**src/rtl/eq_stream_checker.sv**
```systemverilog
// rtl/eq_stream_checker.sv - latency-insensitive lockstep stream equivalence checker
//
// Purpose:
//   Steps two designs under check (ILA-generated RTL and HLS RTL) in lockstep,
//   buffers each side's accepted output beats in a per-side FIFO, pops both
//   heads together and compares them in order. Produces a sticky pass/fail
//   verdict with an error code. Each side is frozen before its FIFO can fill.
//
// Optional feature macro: EQ_CHK_TIMEOUT_EN
//   Builds an idle-cycle watchdog that fails with err_code=4 after TIMEOUT
//   RUN/DRAIN cycles with no push and no pop.
//
// Ports:
//   clk            in   clock for checker and both steppers
//   rst            in   asynchronous active-high reset
//   ila_complete   in   ILA side finished its instruction
//   hls_complete   in   HLS side finished its instruction
//   ila_step       out  registered step enable to the ILA side
//   hls_step       out  registered step enable to the HLS side
//   out_ready      in   shared sink ready seen by both sides
//   ila_out_valid  in   ILA output beat valid
//   ila_out_data   in   ILA output beat data [DATA_W]
//   hls_out_valid  in   HLS output beat valid
//   hls_out_data   in   HLS output beat data [DATA_W]
//   match_cnt      out  saturating count of equal beat pairs [CNT_W]
//   mismatch       out  sticky fail flag
//   err_code       out  0 none, 1 data, 2 overflow, 3 length, 4 timeout
//   done           out  sticky verdict-reached flag

module eq_stream_fifo #(
    parameter int DATA_W = 8,
    parameter int DEPTH  = 4
) (
    input  logic                       clk,
    input  logic                       rst,
    input  logic                       push,
    input  logic                       pop,
    input  logic [DATA_W-1:0]          wdata,
    output logic [DATA_W-1:0]          rdata,
    output logic [$clog2(DEPTH):0]     count
);
    localparam int AW = $clog2(DEPTH);

    logic [DATA_W-1:0] mem [DEPTH];
    logic [AW-1:0]     wr_ptr;
    logic [AW-1:0]     rd_ptr;

    always_ff @(posedge clk or posedge rst) begin
        if (rst) begin
            wr_ptr <= '0;
            rd_ptr <= '0;
            count  <= '0;
            for (int i = 0; i < DEPTH; i++) begin
                mem[i] <= '0;
            end
        end else begin
            if (push) begin
                mem[wr_ptr] <= wdata;
                wr_ptr      <= wr_ptr + 1'b1;
            end
            if (pop) begin
                rd_ptr <= rd_ptr + 1'b1;
            end
            count <= count + {{AW{1'b0}}, push} - {{AW{1'b0}}, pop};
        end
    end

    assign rdata = mem[rd_ptr];
endmodule


```
**config.mk**
```make
export PLATFORM = sky130hd
export DESIGN_NAME = eq_stream_fifo
export DESIGN_NICKNAME = d
export VERILOG_FILES = /design/src/rtl/eq_stream_checker.sv
export SDC_FILE = /design/constraint.sdc
export NUM_CORES = 1
export LEC_CHECK = 0
export BUFFER_PORTS_ARGS = -buffer_cell sky130_fd_sc_hd__buf_4
export CAP_MARGIN = 20
export CORE_ASPECT_RATIO = 0.5
export CORE_UTILIZATION = 35
export DETAILED_ROUTE_END_ITERATION = 10
export GPL_ROUTABILITY_DRIVEN = 0
export HOLD_SLACK_MARGIN = 0.12
export SYNTH_ARGS = -nofsm -noshare
export SYNTH_HDL_FRONTEND = slang
export SYNTH_SLANG_ARGS = --single-unit
```
**constraint.sdc**
```tcl
create_clock -name clk -period 1.64 [get_ports clk]
set_input_delay 0 -clock clk [delete_from_list [all_inputs] [get_ports clk]]
set_output_delay 0 -clock clk [all_outputs]
set_load 0.02 [all_outputs]
```
==> qor.yml <==
synth:
  synth_edf_count: 0
  ys.flop_type: "dfrtp_1"
  synth.top_cell.area_share_pct: 55.8
  yosysUniqueCellTypes: 13
  syn_inst: 108
  ys_seq_elements: 39
  yosysWarnings: 0
  synth.most_common_cell: "dfrtp_1"
  synthArstFlopShare_pct: 100
  synth_largest_area_cell: "dfrtp_1"
  synth_fp_nets: 127
  netlist_area_mm2: 0.00175
  synth_area_leaders: "dfrtp_1, mux2_2, mux4_2"
  ys_seq_area_share_pct: 55.8
  avgSynthCellArea_um2: 16.2
  synthTopCellsByCount: "dfrtp_1, mux2_2, mux4_2"
routing:
  drc: 0
  antenna_left: 0
  drtPass1Iterations: 3
  vias_per_cell: 4.47
  vias: 965
  routedWlPerCell_um: 13.8
  routed_wl_mm: 2.97
  first_iter_violations: 24
pwr:
  power_leakage_nw: 0.981
  power.switching_mw: 1.49
  seqPwrFrac_pct: 39.5
  intPower_mw: 2.99
  switching_share_pct: 33.3
  pwr_density_cell_mw_per_mm2: 2030
  peakVddDrop_v: 0.000638
  finalPower_mw: 4.48
  p_comb_share_pct: 46.8
  p_clk_share_pct: 13.7
global_routing:
  busiest_layer: "met1"
  use_met2_pct: 18.6
  grt_pass1_vias: 998
  grt_usage_pct: 13.8
  grt_util_met3_pct: 4.17
  antenna_found_initial: 0
  grtUsageMet1_pct: 19.5
  grt_pass1_wl_mm: 5.06
  grt_max_degree: 40
  grt.overflow.total: 0
floorplan:
  ioPinCount: 23
  die_h_um: 52.0
  start_util_pct: 38.1
  dieWidth_um: 102
  core.rowCount: 17
  die-area_mm2: 0.00530
  coreArea_mm2: 0.00459
placed_design:
  dp_hpwl_mm: 2.00
  io_buffers: 22
layout:
  drive_above_1_share_pct: 54.0
  fin_util_pct: 48.0
  synthToLayoutAreaGrowth_pct: 26.0
  nFillCells: 427
  diodes: 0
  nets: 168
clock_network:
  cts_made_buffers: 5
  path_clk_slew_ns: 0.07
  clock-root-buffer: "clkbuf_8"
  cts_max_level: 2
  cts.path.max_buffers: 2
  clk_latency_ns: 0.29
  cts_sinks: 39
  cts_tree: "yes"
worst_setup_path:
  crit_arrival_ns: 1.78
  r2r_start: "count[0]"
  worstPathRequired_ns: 1.81
  path_class: "input port to flop"
  critPathLaunchType: "input port"
  ff2ff_setup_slack_ns: 0.05
  critPathMaxFanout: 3
  r2r-end: "count[2]"
  worst_setup_path_end_kind: "flop"
  reg2regPathDepth: 7
sta:
  clock.fmax_mhz: 621
  min_period_ns: 1.61
  clock_skew_ns: 0.00360
  finalCritPeriodShare_pct: 98.1
  slew_headroom_pct: 67.5
  rsz0062_at_grt: "true"
  setup_viol: 0
  whs_ns: 0.381
  hold_viol_final: 0
  tightest_slew_ns: 0.487
  slew_violations: 0
worst_hold_path:
  hp-class: "input port to async pin"
status:
  outcome: "complete, no violations"
flow_run:
  drv_cap: 0
[per-layer routing]
layer / share of wire [%] / routed length (µm) / vias up
met4: 2.3 / 68 / 0
met3: 3.7 / 110 / 8
met1: 54 / 1610 / 479
met2: 40 / 1190 / 15
li1: - / - / 463
met5: 0 / 0 / -
[worst max-delay path by stage]
| stage | from | end | slack (ns) | cells after the start |
|---|---|---|---|---|
| finish | pop | count[2] | 0.03 | 8 |
| global route | count[0] | count[2] | -0.006 | 7 |
| CTS | rd_ptr[0] | rdata[7] | 0.02 | 2 |
| detailed placement | count[0] | count[2] | 0.06 | 7 |
| global placement | count[0] | count[2] | 0.09 | 7 |
| floorplan | count[0] | count[2] | 0.01 | 7 |
[critical path: stages]
cell and delay [ns]:
dlygate4sd3_1 0.54, buf_4 0.15, ha_1 0.27, inv_1 0.04, ha_2 0.16, fa_2 0.37
xnor2_2 0.14, xnor2_1 0.12
[layout make-up]
class | count | area [µm²] | share of cell area (%)
clock inverter | 1 | 5.00 | 0.227
tap | 66 | 82.6 | 3.75
clock buffer | 7 | 76.3 | 3.46
multi-input combinational | 59 | 729 | 33.1
timing repair buffer | 37 | 305 | 13.9
inverter | 7 | 26.3 | 1.19
sequential | 39 | 978 | 44.4
[cells in the final DEF (no fill, tap or decap), types with 2 or more instances in the layout]
master,instances
dfrtp_1,37
mux2_2,32
buf_4,26
dlygate4sd3_1,11
mux4_2,8
inv_1,7
ha_1,5
clkbuf_8,5
nand2_2,4
xor2_1,2
xnor2_1,2
nand2_1,2
clkbuf_1,2
dfrtp_2,2
[per-stage QoR]
step	worst slack (ns)	area, µm²	TNS (ns)	instances
6_report	0.0303	2200	0	216
5_1_grt	-0.00650	2200	-0.00650	216
4_1_cts	0.0185	2180	0	215
3_5_place_dp	0.0649	1990	0	196
3_3_place_gp	0.0943	1990	0	196
2_1_floorplan	0.0128	1750	0	108
[power groups by stage]
stage               clock (mW)  sequential [mW]  combinational (mW)
CTS                      0.648             1.77                2.08
finish                   0.614             1.77                2.09
detailed placement           0             1.80                2.05
global placement             0             1.78                2.02
global route             0.692             1.85                2.26
floorplan                    0             1.70                1.53
[cell families (layout without fill, tap and decap cells)]
| group | count (synthesis) | after routing | share of synthesized area [%] |
|---|---|---|---|
| buf+inv | 10 | 52 | 3.22 |
| fa+ha+maj | 7 | 7 | 5.44 |
| simple gates | 6 | 6 | 1.86 |
| xor+xnor | 5 | 5 | 2.50 |
| mux | 40 | 40 | 30.9 |
| flops | 39 | 39 | 55.8 |
| compound gates | 1 | 1 | 0.286 |
[flip-flops by register name, summed over array words and instances (netlist names)]
signal / count
count: 3
mem: 32
rd_ptr: 2
wr_ptr: 2
[what timing repair did]
action,in CTS,in global routing
endpoints found under the hold margin,76,0
resized for setup,0,3
hold buffers,11,0
setup endpoints to repair,0,5
buffers inserted,0,1
Power figures use the tool's default switching activity.
